--- src/rtl/mbe_pp_accum_if.sv ---
// Handshake bundle for the digit-serial Booth partial-product accumulator:
// start/multiplicand, the Booth digit stream, and the product return channel.
interface mbe_pp_accum_if #(
  parameter int WIDTH = 8
);
  logic                 start;
  logic [WIDTH-1:0]     y;
  logic                 dig_valid;
  logic                 dig_ready;
  logic                 single;
  logic                 double;
  logic                 neg;
  logic                 p_valid;
  logic                 p_ready;
  logic [2*WIDTH-1:0]   p;
  logic                 busy;
  logic                 err;

  // Producer side: the Booth encoder plus the product consumer.
  modport master (
    output start, y, dig_valid, single, double, neg, p_ready,
    input  dig_ready, p_valid, p, busy, err
  );

  // The accumulator itself.
  modport slave (
    input  start, y, dig_valid, single, double, neg, p_ready,
    output dig_ready, p_valid, p, busy, err
  );
endinterface

--- src/rtl/mbe_pp_accum.sv ---
// Radix-4 modified Booth partial-product accumulator: latches a signed
// multiplicand, sums one shifted partial product per accepted digit (LSB digit
// first) and returns the signed product over a valid/ready handshake.
// Optional illegal-digit flag enabled by defining MBE_PP_ACCUM_CHECK_EN.
module mbe_pp_accum #(
  parameter int WIDTH  = 8,
  parameter int DIGITS = WIDTH / 2
) (
  input logic           clk,
  input logic           reset,
  mbe_pp_accum_if.slave bus
);

  localparam int PW = 2 * WIDTH;
  localparam int KW = (DIGITS > 1) ? $clog2(DIGITS) : 1;

  typedef enum logic [1:0] {
    S_IDLE  = 2'd0,
    S_ACCUM = 2'd1,
    S_DONE  = 2'd2
  } state_t;

  state_t          r_state;
  state_t          w_state_nxt;
  logic [WIDTH-1:0] r_yreg;
  logic [PW-1:0]   r_acc;
  logic [PW-1:0]   r_p;
  logic [KW-1:0]   r_k;

  logic            w_load;
  logic            w_accept;
  logic            w_last;
  logic [PW-1:0]   w_yext;
  logic [PW-1:0]   w_sel;
  logic [PW-1:0]   w_pp;
  logic [PW-1:0]   w_sum;

  assign w_last = (r_k == KW'(DIGITS - 1));

  // Single wins over double, so an illegal single+double digit selects 1*y.
  assign w_yext = {{WIDTH{r_yreg[WIDTH-1]}}, r_yreg};
  assign w_sel  = bus.single ? w_yext :
                  bus.double ? (w_yext << 1) :
                               '0;
  assign w_pp   = bus.neg ? (~w_sel + PW'(1)) : w_sel;
  assign w_sum  = r_acc + (w_pp << {r_k, 1'b0});

  // NOTE: every signal written here gets a default first, so no path through
  // the case leaves it unassigned and no latch is inferred.
  always_comb begin
    w_state_nxt = r_state;
    w_load      = 1'b0;
    w_accept    = 1'b0;
    case (r_state)
      S_IDLE: begin
        if (bus.start) begin
          w_load      = 1'b1;
          w_state_nxt = S_ACCUM;
        end
      end
      S_ACCUM: begin
        if (bus.dig_valid) begin
          w_accept = 1'b1;
          if (w_last) w_state_nxt = S_DONE;
        end
      end
      S_DONE: begin
        if (bus.p_ready) begin
          if (bus.start) begin
            w_load      = 1'b1;
            w_state_nxt = S_ACCUM;
          end else begin
            w_state_nxt = S_IDLE;
          end
        end
      end
      default: w_state_nxt = S_IDLE;
    endcase
  end

  // NOTE: state uses non-blocking assignments so every register samples the
  // pre-edge values of its neighbours, independent of statement order.
  always_ff @(posedge clk) begin
    if (reset) begin
      r_state <= S_IDLE;
      r_yreg  <= '0;
      r_acc   <= '0;
      r_p     <= '0;
      r_k     <= '0;
    end else begin
      r_state <= w_state_nxt;
      if (w_load) begin
        r_yreg <= bus.y;
        r_acc  <= '0;
        r_k    <= '0;
      end else if (w_accept) begin
        r_acc <= w_sum;
        r_k   <= r_k + KW'(1);
        if (w_last) r_p <= w_sum;
      end
    end
  end

`ifdef MBE_PP_ACCUM_CHECK_EN
  logic r_err;

  // Sticky until the next accepted start, so it is still visible with p_valid.
  always_ff @(posedge clk) begin
    if (reset) begin
      r_err <= 1'b0;
    end else if (w_load) begin
      r_err <= 1'b0;
    end else if (w_accept && bus.single && bus.double) begin
      r_err <= 1'b1;
    end
  end

  assign bus.err = r_err;
`else
  assign bus.err = 1'b0;
`endif

  assign bus.dig_ready = (r_state == S_ACCUM);
  assign bus.p_valid   = (r_state == S_DONE);
  assign bus.busy      = (r_state != S_IDLE);
  assign bus.p         = r_p;

endmodule

--- src/flat_wrapper.sv ---
// flat-port wrapper written by rule: the top's interface ports become plain ports
module mbe_pp_accum_flat 
#(
  parameter int WIDTH  = 8,
  parameter int DIGITS = WIDTH / 2
)
  (clk, reset, bus_start, bus_y, bus_dig_valid, bus_single, bus_double, bus_neg, bus_p_ready, bus_dig_ready, bus_p_valid, bus_p, bus_busy, bus_err);
  mbe_pp_accum_if #(.WIDTH(WIDTH)) bus_i ();
  input logic clk;
  input logic reset;
  input wire logic [$bits(bus_i.start)-1:0] bus_start;
  input wire logic [$bits(bus_i.y)-1:0] bus_y;
  input wire logic [$bits(bus_i.dig_valid)-1:0] bus_dig_valid;
  input wire logic [$bits(bus_i.single)-1:0] bus_single;
  input wire logic [$bits(bus_i.double)-1:0] bus_double;
  input wire logic [$bits(bus_i.neg)-1:0] bus_neg;
  input wire logic [$bits(bus_i.p_ready)-1:0] bus_p_ready;
  output wire logic [$bits(bus_i.dig_ready)-1:0] bus_dig_ready;
  output wire logic [$bits(bus_i.p_valid)-1:0] bus_p_valid;
  output wire logic [$bits(bus_i.p)-1:0] bus_p;
  output wire logic [$bits(bus_i.busy)-1:0] bus_busy;
  output wire logic [$bits(bus_i.err)-1:0] bus_err;
  assign bus_i.start = bus_start;
  assign bus_i.y = bus_y;
  assign bus_i.dig_valid = bus_dig_valid;
  assign bus_i.single = bus_single;
  assign bus_i.double = bus_double;
  assign bus_i.neg = bus_neg;
  assign bus_i.p_ready = bus_p_ready;
  assign bus_dig_ready = bus_i.dig_ready;
  assign bus_p_valid = bus_i.p_valid;
  assign bus_p = bus_i.p;
  assign bus_busy = bus_i.busy;
  assign bus_err = bus_i.err;
  mbe_pp_accum #(.WIDTH(WIDTH), .DIGITS(DIGITS)) u_core (.clk(clk), .reset(reset), .bus(bus_i));
endmodule
--- config.mk ---
export PLATFORM = sky130hd
export DESIGN_NAME = mbe_pp_accum_flat
export DESIGN_NICKNAME = d
export VERILOG_FILES = /design/src/rtl/mbe_pp_accum_if.sv /design/src/rtl/mbe_pp_accum.sv /design/src/flat_wrapper.sv
export SDC_FILE = /design/constraint.sdc
export NUM_CORES = 1
export LEC_CHECK = 0
export CORE_MARGIN = 2
export CORE_UTILIZATION = 50
export CTS_CLUSTER_DIAMETER = 200
export DETAILED_ROUTE_END_ITERATION = 7
export PLACE_DENSITY = 0.72
export SETUP_SLACK_MARGIN = 0.4
export SLEW_MARGIN = 25
export SYNTH_ARGS = -nofsm -noshare
export SYNTH_HDL_FRONTEND = slang
export SYNTH_SLANG_ARGS = --single-unit
export TNS_END_PERCENT = 20
--- constraint.sdc ---
create_clock -name clk -period 7.4 [get_ports clk]
set_input_delay 1.11 -clock clk [delete_from_list [all_inputs] [get_ports clk]]
set_output_delay 1.11 -clock clk [all_outputs]
set_load 0.02 [all_outputs]
# ---- After elaboration in Yosys (flattened, before gate mapping)
# Cells that the tools add are included.
dict set report word_totals {
  reg_bits 44
  in_bits 16
  output_inout_bits 20
  elab_cells 37
}
dict set report op_classes {
  add_sub_neg 3
  eq_ne 7
  shift 1
  n_mux 14
  bitwise 2
  n_reduce_logical 5
}
# cell n
set op_table {}
lappend op_table {{$mux W16} 3}
lappend op_table {{$add A16 B1 Y16 const B} 1}
lappend op_table {{$add A16 B16 Y16} 1}
lappend op_table {{$not A16 Y16} 1}
lappend op_table {{$shl A16 B3 Y16} 1}
lappend op_table {{$mux W2} 4}
lappend op_table {{$ne A2 B2 Y1 const B} 3}
lappend op_table {{$pmux W2 S3} 1}
lappend op_table {{$mux W1} 5}
lappend op_table {{$eq A2 B2 Y1 const B} 2}
lappend op_table {{$reduce_and A4 Y1} 1}
lappend op_table {{$reduce_and A3 Y1} 1}
lappend op_table {{$add A2 B1 Y2 const B} 1}
lappend op_table {{$eq A2 B1 Y1 const B} 1}
lappend op_table {{$logic_not A2 Y1} 1}
lappend op_table {{$ne A2 B1 Y1 const B} 1}
lappend op_table {{$pmux W1 S2} 1}
lappend op_table {{$reduce_bool A2 Y1} 1}
lappend op_table {{$reduce_or A2 Y1} 1}
lappend op_table {{$not A1 Y1} 1}

# ---- Longest topological paths before layout
# Gate-level depths: netlist of the first run.
dict set report logic_depth {
  depth_word 7
  mapped_depth 18
  depth_no_buf 16
}

# ---- Worst setup path before layout of the first run
# OpenSTA, ideal clock, no wires.
dict set report synth_timing {
  path_type {input to register}
  start {in bus_single}
  end {reg u_core.r_p[15] (netlist: u_core.bus.p[15])}
  setup_time_ps 86
  arrival_time_ps 4083
  required_time_ps 7314
  setup_slack_ps 3232
  path_stages 17
  path_buffers 2
  cell_sequence {buf_6 buf_6 o21ai_0 inv_1 ha_1 nand2b_1 xnor2_1 and2_1 a211oi_1 o22ai_1 ha_1 a21oi_1 o21ai_0 a41o_1 a221oi_2 xnor3_1 a211oi_1}
}
dict set report synth_via {
  elab_chain_cells 6
}
# item line_no
set synth_rtl {}
lappend synth_rtl {{from (decl)} flat_wrapper.sv:14} ;# input wire logic [$bits(bus_i.single)-1:0] bus_single;
lappend synth_rtl {{$mux W16 (*)} mbe_pp_accum.sv:42} ;# assign w_sel = bus.single ? w_yext :
lappend synth_rtl {{$not A16 Y16} mbe_pp_accum.sv:45} ;# assign w_pp = bus.neg ? (~w_sel + PW'(1)) : w_sel;
lappend synth_rtl {{$add A16 B1 Y16} mbe_pp_accum.sv:45}
lappend synth_rtl {{$mux W16 (*)} mbe_pp_accum.sv:45}
lappend synth_rtl {{$shl A16 B3 Y16 (*)} mbe_pp_accum.sv:46} ;# assign w_sum = r_acc + (w_pp << {r_k, 1'b0});
lappend synth_rtl {{$add A16 B16 Y16 (*)} mbe_pp_accum.sv:46}
lappend synth_rtl {{to (signal assigned)} mbe_pp_accum.sv:99} ;# if (w_last) r_p <= w_sum;
lappend synth_rtl {{to (decl)} mbe_pp_accum.sv:27} ;# logic [PW-1:0] r_p;
# Mark *: on every way between the ends. The rest lies on a longest branch, timed or not.
# A chain may end at the register's enable or synchronous reset.

# ---- Worst setup path after layout of the first run
dict set report layout_timing {
  start {in bus_single}
  end {reg u_core.r_acc[12]}
}
dict set report layout_via {
  elab_chain_cells 6
}
# item line_no
set layout_rtl {}
lappend layout_rtl {{$mux W16 (*)} mbe_pp_accum.sv:42}
lappend layout_rtl {{$not A16 Y16} mbe_pp_accum.sv:45}
lappend layout_rtl {{$add A16 B1 Y16} mbe_pp_accum.sv:45}
lappend layout_rtl {{$mux W16 (*)} mbe_pp_accum.sv:45}
lappend layout_rtl {{$shl A16 B3 Y16 (*)} mbe_pp_accum.sv:46}
lappend layout_rtl {{$add A16 B16 Y16 (*)} mbe_pp_accum.sv:46}
lappend layout_rtl {{to (signal assigned)} mbe_pp_accum.sv:97} ;# r_acc <= w_sum;
lappend layout_rtl {{to (decl)} mbe_pp_accum.sv:26} ;# logic [PW-1:0] r_acc;
# Marks and branches as above.

==> flow_results.org, run 1 <==
** Setup path
- Setup CP Type :: input port to flip-flop
- Critical Path Sink Type :: flip-flop
- STA puts the critical path data required time at 7.59 ns.
- Worst-path maximum fanout :: 26
- STA classifies the critical path startpoint as an input port.
- Worst path arrival time :: 5.28 ns

** Timing
- Derived from the worst setup path, the maximum achievable clock frequency is 0.1963 GHz.
- For the pin with the worst max-slew slack, the measured transition is 0.9689 ns.
- Slew Viols, Final :: 0
- Setup violations remaining at the end of the flow were counted as 0.
- The number of endpoints with negative hold slack in the final report came to 0.
- Sum Neg Setup Slack :: 0 ns
- Across all hold checks on the routed design, the worst slack comes to 0.4548 ns.
- The worst path meets setup with 2.306 ns of slack.
- Setup repair after global routing left no endpoint under its margin.
- Tightest slew margin relative to the limit :: a little over a third
- The clock period could shrink to about 5.1 ns.
- The clock arrives with 0.009411 ns of skew.
- In the finished design, the share of the clock period the worst path needs comes to 68.83%.

** Power
- Largest vdd supply drop :: 0.1221 mV
- The analysis attributes to cell leakage a power of ~1.5 nW.
- For this design the ratio of total power to cell area is 166.1 mW/mm^2.

** CTS
- CTS saw 44 sinks.
- Once the clock tree was built, the resizer swapped 0 gates to a different size.
- Clock-pin slew reported for the worst setup and hold paths after clock tree synthesis :: around 0.08 ns
- Number of buffers between clock root and the deepest sink :: 2
- The H-tree generated during clock tree synthesis spans 2 levels.
- Post-CTS timing repair inserted 0 buffers for setup.
- Clock tree synthesis inserted a total of 5 buffers.
- CTS tree :: done
- Cell at the root of the clock tree :: sky130_fd_sc_hd__clkbuf_8
- Clock latency of the later-clocked register in the worst-skew pair :: 0.30 ns
- The number of hold buffers added after CTS was 0.

** Die
- Chip Height :: roughly 86 um
- # rows :: 29
- Placeable Area :: around 0.0064 mm^2
- In this run the count of I/O pins placed on the die edge is 36.
- The initial utilization of the core area, before any placement, comes to between 50% and 60%.
- Horizontal die dimension :: 85.67 um
- DIE AREA :: between 0.007 and 0.008 mm^2

** Min path
- The worst hold path belongs to the class flip-flop to flip-flop.

** Placed design
- IO buf count :: 34
- Post-placement worst setup slack :: between 2 and 2.5 ns
- Routability-driven placement finished with a final weighted congestion of between 0.9 and 1.
- HPWL after detailed placement :: 5762 um
- In this run, placement finished with an instance count of 519.

** Routing
- Across all layers, the routed design uses 3216 vias.
- Dividing the detail-routed wire length by the instance count gives approximately 16 um.
- Number of search-and-repair iterations in the first detailed-routing pass :: 4
- Aggregate routed wire length :: 8162 um
- In the routed design, unresolved DRC markers number 0.
- Final ANT Viol Nets :: 0
- Vias per cell :: 6.114
- For this block, the initial DRC count from the detailed router was 235.

** Yosys
- In the synthesized netlist the async set-or-reset flop fraction comes to 0%.
- The share of synthesized area in the top cell type comes to a little over a quarter.
- Number of instances in the synthesized netlist :: 435
- The synthesized design contains 44 register bits.
- Counting instances in the post-synthesis netlist gives the leading cell types as 64 x sky130_fd_sc_hd__nand2_1, 45 x sky130_fd_sc_hd__a21oi_1, 44 x sky130_fd_sc_hd__dfxtp_1, 31 x sky130_fd_sc_hd__nor2_1.
- Counting flops with a built-in enable in the synthesized netlist gives 0.
- Yosys instantiated no cell more often than sky130_fd_sc_hd__nand2_1.
- Number of distinct library cells after synthesis :: 63
- Cell type with the highest aggregate area in the netlist :: sky130_fd_sc_hd__dfxtp_1
- After synthesis the cells add up to 0.003334 mm^2.
- Top_reg_cell synth :: sky130_fd_sc_hd__dfxtp_1
- Synth Area per Inst :: 7.665 um^2
- Net count after synthesis :: 471
- During synthesis, Yosys emitted a total of 0 warnings.
- Sequential element share of the synthesized area :: around a quarter
- Sorting the synthesized cells by area gives the leading types as sky130_fd_sc_hd__dfxtp_1 26%, sky130_fd_sc_hd__nand2_1 7.2%, sky130_fd_sc_hd__ha_1 7.1%.

** Flow run
- Number of max-cap violations :: 0

** Global routing
- The number of antenna violations at the first check in global routing came to 0.
- Entering global routing, the biggest net connects 35 pins.
- Number of global-route vias before repair :: just under 3000
- Global routing used a little under a quarter of the available tracks across all layers.
- Overflow after GRT :: 0
- The first global-routing pass estimated 13770 um of wire.

** Status
- Result of the run :: finished clean

** Finish
- In the final design database the tool counted 485 nets.
- Leaving out filler cells and counting taps, the final layout contains 526.
- The repair_antennas step left the layout with diodes totalling 0.
- The post-route netlist has between 4 and 5% of its cells at a drive strength greater than 1.
- From synthesis to final layout, the design area changed by 12.80%.
## cell families (layout without fill, tap and decap cells)
family | Yosys count | after routing | share of synthesized area (%)
AND/OR/NAND/NOR | 166 | 166 | 24.17
buffers and inverters | 40 | 54 | 6.004
flip-flops | 44 | 44 | 26.42
multiplexers | 20 | 20 | 6.079
XOR/XNOR | 16 | 16 | 4.615
other | 1 | 1 | 0.1125
AO/OA/AOI/OAI | 128 | 128 | 24.88
adder cells (fa/ha/maj) | 20 | 20 | 7.730
## state kept, by name (all words and copies together), names as in the netlist
register / cells
u_core.r_state: 2
u_core.r_k: 2
u_core.r_acc: 16
u_core.bus.p: 16
u_core.r_yreg: 8
## through the flow
| step | util, % | area, um^2 | total power [mW] |
|---|---|---|---|
| 2_1_floorplan | - | 3334 | 0.3764 |
| 3_3_place_gp | 56.88 | 3632 | 0.4100 |
| 3_5_place_dp | 56.88 | 3632 | 0.4118 |
| 4_1_cts | 58.89 | 3761 | 0.6278 |
| 5_1_grt | 58.89 | 3761 | 0.6593 |
| 6_report | 58.89 | 3761 | 0.6246 |
## final cells by class
class / count / area (um^2)
clock buffers: 5 / 68.82
clock inverters: 2 / 60.06
fillers: 575 / 2625
inverters: 11 / 41.29
multi-input cells: 351 / 2258
flip-flops and latches: 44 / 880.8
well taps: 77 / 96.34
repair buffers: 36 / 355.3
## final timing paths
check / start / endpoint / slack (ns) / depth (start not counted)
setup / recovery: bus_single / u_core.r_acc[12]$_SDFFE_PP0P_ / 2.31 / 16
hold / removal: u_core.bus.p[3]$_SDFFE_PP0P_ / u_core.bus.p[3]$_SDFFE_PP0P_ / 0.45 / 2
setup reg to reg: u_core.r_yreg[0]$_SDFFE_PP0P_ / u_core.r_acc[12]$_SDFFE_PP0P_ / 3.50 / 16
hold reg to reg: u_core.bus.p[3]$_SDFFE_PP0P_ / u_core.bus.p[3]$_SDFFE_PP0P_ / 0.45 / 2
## where the power goes
part	leakage (nW)	internal [mW]	switching [mW]
sequential	0.356	0.242	0.0102
clock	0.0642	0.133	0.0824
combinational	1.08	0.0650	0.0917
total	1.50	0.440	0.184
## cell usage in the layout (no fill, tap or decap), types with 3 or more instances in the layout
cell type                          n
sky130_fd_sc_hd__o211ai_1          5
sky130_fd_sc_hd__or4_1             4
sky130_fd_sc_hd__ha_1             19
sky130_fd_sc_hd__nor3_1            9
sky130_fd_sc_hd__nor2b_1           7
sky130_fd_sc_hd__a21boi_0          4
sky130_fd_sc_hd__a21oi_1          45
sky130_fd_sc_hd__nor2_1           31
sky130_fd_sc_hd__dfxtp_1          44
sky130_fd_sc_hd__a31oi_1           7
sky130_fd_sc_hd__nand2_1          64
sky130_fd_sc_hd__o21ai_0          19
sky130_fd_sc_hd__and3_1            3
sky130_fd_sc_hd__inv_1            11
sky130_fd_sc_hd__nand3_1          13
sky130_fd_sc_hd__or3_1             3
sky130_fd_sc_hd__a211oi_1          9
sky130_fd_sc_hd__a21o_1           10
sky130_fd_sc_hd__clkbuf_8          5
sky130_fd_sc_hd__or2_2             3
sky130_fd_sc_hd__xor2_1            4
sky130_fd_sc_hd__nand3b_1          3
sky130_fd_sc_hd__a211o_1           3
sky130_fd_sc_hd__mux2i_1          18
sky130_fd_sc_hd__nand2b_1          3
sky130_fd_sc_hd__nand4_1           8
sky130_fd_sc_hd__clkdlybuf4s50_1  34
sky130_fd_sc_hd__o21a_1            3
sky130_fd_sc_hd__xnor2_1          11
sky130_fd_sc_hd__o31ai_1           4
## per-layer routing
layer  vias up  share of wire [%]  track usage [%]
met2        93                 46            36.29
met1      1511                 48            31.41
li1       1601                  -                -
met3        11                5.2            3.272
met5         -                  0                0
met4         0                1.4            7.792
## critical path: stages
cell and delay, ns:
sky130_fd_sc_hd__clkdlybuf4s50_1 0.80, sky130_fd_sc_hd__o21ai_0 0.40, sky130_fd_sc_hd__inv_1 0.08, sky130_fd_sc_hd__ha_1 0.24, sky130_fd_sc_hd__nand2b_1 0.16, sky130_fd_sc_hd__xnor2_1 0.21, sky130_fd_sc_hd__and2_1 0.17, sky130_fd_sc_hd__a21oi_1 0.05
sky130_fd_sc_hd__o21ai_0 0.21, sky130_fd_sc_hd__ha_1 0.33, sky130_fd_sc_hd__a21o_1 0.20, sky130_fd_sc_hd__a21oi_1 0.39, sky130_fd_sc_hd__nand4_1 0.27, sky130_fd_sc_hd__a21oi_1 0.34, sky130_fd_sc_hd__mux2i_1 0.26, sky130_fd_sc_hd__nand2_1 0.07
No activity file was read; power rests on OpenSTA's default activity.
==> run 2, diff against run 1 <==
PLACE_DENSITY = 0.75   (was 0.72)
clock period = 4.3 ns   (was 7.4 ns; I/O delays follow)
==> run 2 against run 1 <==
Compared with the run above: first-iteration DRC count shrank 44%; largest power group unchanged; die area unchanged; highest routed layer unchanged; clock-buffer cell count unchanged; register-to-register slack got worse by 2.9 ns.
==> flow_results.org, run 2 (same netlist as run 1, synthesis figures left out) <==
** Routing
- The detailed router finished its first iteration with around 130 violations.
- Vias per cell :: 6.009
- The detail route stage leaves a number of antenna-violating nets equal to 0.
- The detailed router placed between 3000 and 4000 vias in this run.
- Count of unresolved DRC violations after routing :: 0
- After detailed routing, the total wire length is 8329 um.
- Routed len/inst :: 14.98 um
- The first TritonRoute pass finished after 5 iterations.

** Global routing
- In the global route stage, overall resource usage came out at 22.90%.
- Entering global routing, the biggest net connects 35 pins.
- Number of global-route vias before repair :: 2964
- The number of antenna violations at the first check in global routing came to 0.
- First-pass GRT wire length :: approximately 14000 um
- Overflow after GRT :: 0

** Timing
- Hold violation count in the final report :: 0
- Headroom to the max-slew limit came out at between 50% and 60%.
- Setup skew after layout :: 0.003605 ns
- Final setup fails :: 0
- After layout, the minimum clock period comes to 3.751 ns.
- The count of pins over their slew limit came to 0.
- In the finished design, the share of the clock period the worst path needs comes to 87.22%.
- The tightest hold path in the finished design has a slack of roughly 0.46 ns.
- Derived from the worst setup path, the maximum achievable clock frequency is 0.2666 GHz.
- Setup repair after global routing missed its margin :: true
- Once routing completed, OpenROAD measured the worst setup slack at 0.5493 ns.
- Worst-Margin Slew :: 0.7269 ns

** Placed design
- Cell count after placement :: 545
- HPWL after detailed placement :: 6054 um
- Prior to clock tree synthesis, the placed netlist has a worst setup slack of -0.1516 ns.
- Routability-driven placement finished with a final weighted congestion of 0.9041.
- The count of buffers added on input and output ports is 34.
- Cell Area, Placed :: between 0.003 and 0.004 mm^2

** Die
- Placeable Area :: roughly 0.0064 mm^2
- The initial utilization of the core area, before any placement, comes to 52.21%.
- Number of top-level pins :: 36
- Chip Height :: roughly 86 um
- Measured along the x axis, the die boundary spans 85.67 um.
- The die covers 0.007338 mm^2.
- The initialized floorplan defines 29 standard-cell rows.

** Finish
- The area growth from synthesis to layout is 20.83%.
- The top cell types in the final layout, fill and taps aside, are 64 x sky130_fd_sc_hd__nand2_1, 44 x sky130_fd_sc_hd__dfxtp_1, 39 x sky130_fd_sc_hd__a21oi_1.
- Finished Layout Cells :: roughly 560
- Once layout is done, the placed cells without fillers occupy roughly 0.004 mm^2.
- Number of diodes added for antenna fixing :: 0
- Commonest non-fill, non-tap cell in the layout :: sky130_fd_sc_hd__nand2_1
- Layout cell share with drive strength beyond 1 :: 14.82%
- Total number of nets in the final design :: 515

** Setup path
- Capture point of the worst reg-to-reg path :: u_core.bus.p[15]$_SDFFE_PP0P_
- Setup CP Type :: input port to flip-flop
- Worst path arrival time :: around 4 ns
- Worst Setup Start Kind :: input port
- The setup check on the worst reg-to-reg path leaves a slack of 0.60 ns.
- STA classifies the critical path endpoint as a flip-flop.
- For the worst setup path, the data required time is 4.55 ns.
- The worst register-to-register path has a depth of 17.
- Worst R2R Start :: u_core.r_yreg[0]$_SDFFE_PP0P_
- Worst-path maximum fanout :: 10

** Flow run
- Number of max-cap violations :: 0

** Status
- The run finished with clean final reports.

** CTS
- CTS tree :: done
- The clock reaches the later pin of the worst-skew pair after around 0.30 ns.
- Number of buffers between clock root and the deepest sink :: 2
- Maximum level of the CTS H-tree :: 2
- Clock Sinks :: 44
- In this run the clock root is driven by a sky130_fd_sc_hd__clkbuf_8.
- Number of buffers added by the clock tree synthesis step :: 5
- After clock tree synthesis, the clock-pin slew on the worst setup and hold paths is about 0.09 ns.

** Min path
- The worst hold path terminates at u_core.bus.p[2]$_SDFFE_PP0P_.
- The worst hold path passes through 2 cells.
- Start point of the worst min-delay path :: u_core.bus.p[2]$_SDFFE_PP0P_
- The tightest min-delay check is of the flip-flop to flip-flop type.

** Power
- IR analysis of the VDD net gives a maximum drop of 0.1429 mV.
- Final Power :: 1.015 mW
- The analysis attributes to cell leakage a power of 1.652 nW.
- Power Dens Cells :: 251.9 mW/mm^2
[run 2: changes by cell type in the layout (fill, tap and decap cells not counted), moves of 3 or more]
cell | previous run | this run
sky130_fd_sc_hd__ha_1 | 19 | 16
sky130_fd_sc_hd__a21oi_2 | 0 | 6
sky130_fd_sc_hd__ha_2 | 0 | 3
sky130_fd_sc_hd__buf_4 | 2 | 32
sky130_fd_sc_hd__o21ai_0 | 19 | 16
sky130_fd_sc_hd__a21oi_1 | 45 | 39
[run 2: metal layers]
| layer | GRT usage, % | routed length, um | part of all wire [%] | vias up |
|---|---|---|---|---|
| met5 | 0 | 0 | 0 | - |
| met4 | 6.349 | 113 | 1.4 | 0 |
| met3 | 3.465 | 413 | 5.0 | 12 |
| met2 | 38.07 | 3876 | 47 | 83 |
| met1 | 30.96 | 3926 | 47 | 1583 |
| li1 | - | - | - | 1663 |
[run 2: worst max-delay path by stage]
stage / to / from / slack, ns
after CTS: u_core.r_acc[13]$_SDFFE_PP0P_ / bus_double / 0.41
after global routing: u_core.bus.p[13]$_SDFFE_PP0P_ / bus_neg / 0.34
final: u_core.bus.p[13]$_SDFFE_PP0P_ / bus_neg / 0.55
after detailed placement: u_core.bus.p[15]$_SDFFE_PP0P_ / bus_single / -0.15
after floorplan: u_core.bus.p[15]$_SDFFE_PP0P_ / bus_single / 0.60
after global placement: u_core.bus.p[15]$_SDFFE_PP0P_ / bus_single / -0.03
[run 2: layout make-up]
type | instances | area, um^2
fill | 573 | 2357
multi-input combinational | 351 | 2351
sequential | 44 | 880.8
timing repair buffer | 66 | 578.1
tap | 77 | 96.34
clock buffer | 5 | 68.82
inverter | 11 | 41.29
clock inverter | 2 | 12.51
[run 2: stage by stage]
step	utilization (%)	setup TNS (ns)
2_1_floorplan	-	0
3_3_place_gp	59.93	-0.03420
3_5_place_dp	59.93	-0.5357
4_1_cts	61.30	0
5_1_grt	63.09	0
6_report	63.09	0
[run 2: power breakdown]
part / switching (mW) / internal, mW / total [mW]
clock: 0.150 / 0.110 / 0.261
sequential: 0.0158 / 0.417 / 0.433
combinational: 0.175 / 0.146 / 0.321
total: 0.341 / 0.674 / 1.01
[run 2: worst max-delay path, stage by stage]
cell and delay, ns:
sky130_fd_sc_hd__clkdlybuf4s50_1 0.59, sky130_fd_sc_hd__buf_4 0.24, sky130_fd_sc_hd__nor2b_1 0.06, sky130_fd_sc_hd__o21ai_0 0.15, sky130_fd_sc_hd__o211ai_1 0.16, sky130_fd_sc_hd__a21oi_2 0.22
sky130_fd_sc_hd__nor2_1 0.08, sky130_fd_sc_hd__ha_1 0.36, sky130_fd_sc_hd__o211ai_1 0.13, sky130_fd_sc_hd__o211ai_1 0.24, sky130_fd_sc_hd__a41o_1 0.26, sky130_fd_sc_hd__buf_4 0.15
sky130_fd_sc_hd__a31oi_4 0.10, sky130_fd_sc_hd__or4_4 0.54, sky130_fd_sc_hd__nand3_1 0.08
[run 2: what timing repair did]
action | 4_1_cts | 5_1_grt
gates resized for setup | 3 | 26
pin swaps | 1 | 13
hold buffers | 0 | 0
buffers inserted | 1 | 3
endpoints found under the setup margin | 10 | 12
==> run 3, diff against run 2 <==
CAP_MARGIN = 20   (was default)
HOLD_SLACK_MARGIN = 0.15   (was default)
SKIP_LAST_GASP = 1   (was default)
==> results of run 3 <==
Final layout, timing and power as in run 2 (identical DEF).
==> edit 1, RTL diff (flow settings as in run 3) <==
Re-encode `state_t` (3 states) as one-hot, 3 bits wide.
--- a/src/rtl/mbe_pp_accum.sv
+++ b/src/rtl/mbe_pp_accum.sv
@@ -16,6 +16,6 @@
 
-  typedef enum logic [1:0] {
-    S_IDLE  = 2'd0,
-    S_ACCUM = 2'd1,
-    S_DONE  = 2'd2
+  typedef enum logic [2:0] {
+    S_IDLE  = 3'b001,
+    S_ACCUM = 3'b010,
+    S_DONE  = 3'b100
   } state_t;
Formal check against the unedited RTL: no difference found for any inputs over 4 cycles, from zero or initial values and one cycle with reset high; so few cycles prove little.
==> edit 1 against run 3 <==
Via count rose by 3.1%; fmax fell by 2.0%; cell count rose by 1.3%; sequential cell count rose by 1; setup slack got worse by 0.078 ns; power rose by 2.3%; cell area rose by 4.1%; register-to-register slack got worse by 0.03 ns; wire length rose by 9.8%; die area rose by 1.4%; synthesized area rose by 1.5%; critical path depth rose by 3; global-route usage rose by 1.4 points; critical endpoint is now u_core.r_acc[12]; largest power group unchanged; highest routed layer unchanged.
==> edit 1: results <==
set metrics [dict create \
    status "finished, final reports clean" \
    first_global_vias 3127 \
    dp.cells 546 \
    multiInputCombCellCount 354 \
    first_pass_iters 7 \
    synthMuxAreaShare_pct 7.87 \
    comb_cell_power_uw 325 \
    netSwitchingPower_uw 349 \
    path_max_fanout 4 \
    synthTopCellsByArea "dfxtp_1, nand2_1, a21oi_1" \
    critical_path.max_stage_delay_ns 0.49 \
    layout.cells.non_filler 563 \
    seq_area_um2 901 \
    max_freq_ghz 0.261 \
    ys_seq_area_share_pct 26.6 \
    hold_start "u_core.bus.p[6]" \
    clkCellAreaFrac_pct 2.00 \
    tightest_slew_ns 0.986 \
    n_clock_buffer 7 \
    post_cts_resized 7 \
    arrival_ns 4.03 \
    p_seq_uw 440 \
    syn-num-nets 482 \
    yosys-top-cells-count "nand2_1, a21oi_1, dfxtp_1" \
    skew_ns 0.00772 \
]
[edit 1: changes by cell type in the layout (fill, tap and decap cells not counted), sizes merged, moves of 4 or more]
cell / run 3 / this run
nand2: 64 / 75
a21o: 10 / 3
a21oi: 45 / 52
nand3: 13 / 6
nand4: 8 / 2
o21ai: 20 / 26
a211oi: 10 / 5
inv: 11 / 16
a31oi: 7 / 3
buf: 32 / 28
or4: 5 / 1
[edit 1: metal layers]
metal	global-route usage, %	up-vias	part of all wire (%)
met3	3.05	31	5.3
met2	41.4	124	47
met5	0	-	0
met1	33.7	1618	46
met4	3.84	0	2.1
li1	-	1670	-
[edit 1: worst max-delay path: cells and delay by family]
family	cells	cell delay, ns
compound gates	7	1.34
xor+xnor	1	0.21
fa+ha+maj	2	0.46
buf+inv	2	0.64
mux	1	0.13
simple gates	5	0.61
==> edit 2, RTL diff (config.mk and constraints of run 3) <==
Made on the original files. `WIDTH` is set to 8 in 3 places; all go to 16.
--- a/src/rtl/mbe_pp_accum_if.sv
+++ b/src/rtl/mbe_pp_accum_if.sv
@@ -3,3 +3,3 @@
 interface mbe_pp_accum_if #(
-  parameter int WIDTH = 8
+  parameter int WIDTH = 16
 );
--- a/src/rtl/mbe_pp_accum.sv
+++ b/src/rtl/mbe_pp_accum.sv
@@ -5,3 +5,3 @@
 module mbe_pp_accum #(
-  parameter int WIDTH  = 8,
+  parameter int WIDTH  = 16,
   parameter int DIGITS = WIDTH / 2
--- a/src/flat_wrapper.sv
+++ b/src/flat_wrapper.sv
@@ -3,3 +3,3 @@
 #(
-  parameter int WIDTH  = 8,
+  parameter int WIDTH  = 16,
   parameter int DIGITS = WIDTH / 2
Interface: changed (resized bus_p and bus_y); port bits go from 36 to 60. No check against the original RTL was run, so the function may have changed too.
==> edit 2 against run 3 <==
The flow now finishes with violations (setup timing); wire length rose by 140%; synthesized area rose by 85%; sequential cell count rose by 41; setup slack got worse by 0.74 ns; power rose to 2.7 times the old value; fmax fell by 17%; cell area rose by 120%; sequential share of layout area fell by 2.8 points; worst hold slack got worse by 0.0078 ns.
==> edit 2: results <==
set metrics [dict create \
    drt_iter0_drc 416 \
    io_buffers 58 \
    clkCellAreaFrac_pct 3.65 \
    yosys-top-cells-count "nand2_1, a21oi_1, dfxtp_1" \
    synthMuxAreaShare_pct 6.04 \
    buf_share_pct 22.6 \
    gp_congestion 0.959 \
    grt_max_degree 53 \
    ys_seq_area_share_pct 27.7 \
    dp_slack_ns -0.980 \
    n_clock_buffer 11 \
    avgSynthCellArea_um2 7.40 \
    synthAdderAreaFrac_pct 7.85 \
    critPathLaunch "bus_single" \
    hold_end "u_core.bus.p[30]" \
    holdWs_ns 0.448 \
    num-nonclk-inverters 15 \
    synth_cell_types 65 \
    clock_sinks 85 \
    syn-num-nets 893 \
    multi_input_area_mm2 0.00465 \
    core_mm2 0.0120 \
    skew_ns 0.00570 \
    cp_slowest_cell "or4_4" \
    setup_viol 21 \
    htree_levels 3 \
    synthTopCellsByArea "dfxtp_1, nand2_1, a21oi_1" \
    reg2reg_slack_ns -0.03 \
    fin_ws_ns -0.193 \
    clock_latency_ns 0.36 \
    r2r_end "u_core.r_acc[31]" \
    synth_compound_gate_area_share_pct 25.9 \
    cpLargestDelayFamily "simple AND/OR/NAND/NOR gates" \
    netSwitchingPower_uw 874 \
    totalWireLength_um 19800 \
    nFillCells 904 \
    final_util_pct 74.4 \
    peakVddDrop_mv 0.208 \
    status "finished with violations" \
    r2r-start "u_core.r_yreg[8]" \
    failed_checks "setup timing" \
    seq_area_mm2 0.00170 \
    cts_made_buffers 9 \
    vias 6881 \
    cts_setup_buffers 19 \
    power_leakage_uw 0.00376 \
    post_cts_resized 58 \
    tns_ns -1.60 \
    grt_usage_pct 29.7 \
]
edit 2: cell count changes in the layout (fill, tap and decap cells not counted), moves of 13 or more:
cell,before,now
xor2_1,4,17
buf_4,32,173
dfxtp_1,44,85
nor2_1,31,71
ha_1,16,31
a21oi_1,39,78
nand2_1,64,133
o21ai_1,2,18
clkdlybuf4s50_1,32,55
edit 2: cell families after synthesis:
family / Yosys count
flip-flops: 85
buffers and inverters: 66
AND/OR/NAND/NOR: 302
adder cells (fa/ha/maj): 38
multiplexers: 36
XOR/XNOR: 44
other: 1
AO/OA/AOI/OAI: 259
edit 2: metal layers:
layer / vias up / routed length, um / GRT usage (%)
li1: 3336 / - / -
met1: 3265 / 8400 / 36.7
met2: 228 / 9820 / 51.1
met3: 52 / 973 / 4.43
met4: 0 / 616 / 13.2
met5: - / 0 / 0
edit 2: power by group through the flow:
stage,Sequential [uW],Clock [uW],Combinational [uW]
floorplan,840,0,500
global placement,846,0,837
detailed placement,847,0,861
CTS,830,870,938
global route,834,898,1100
finish,832,859,1020
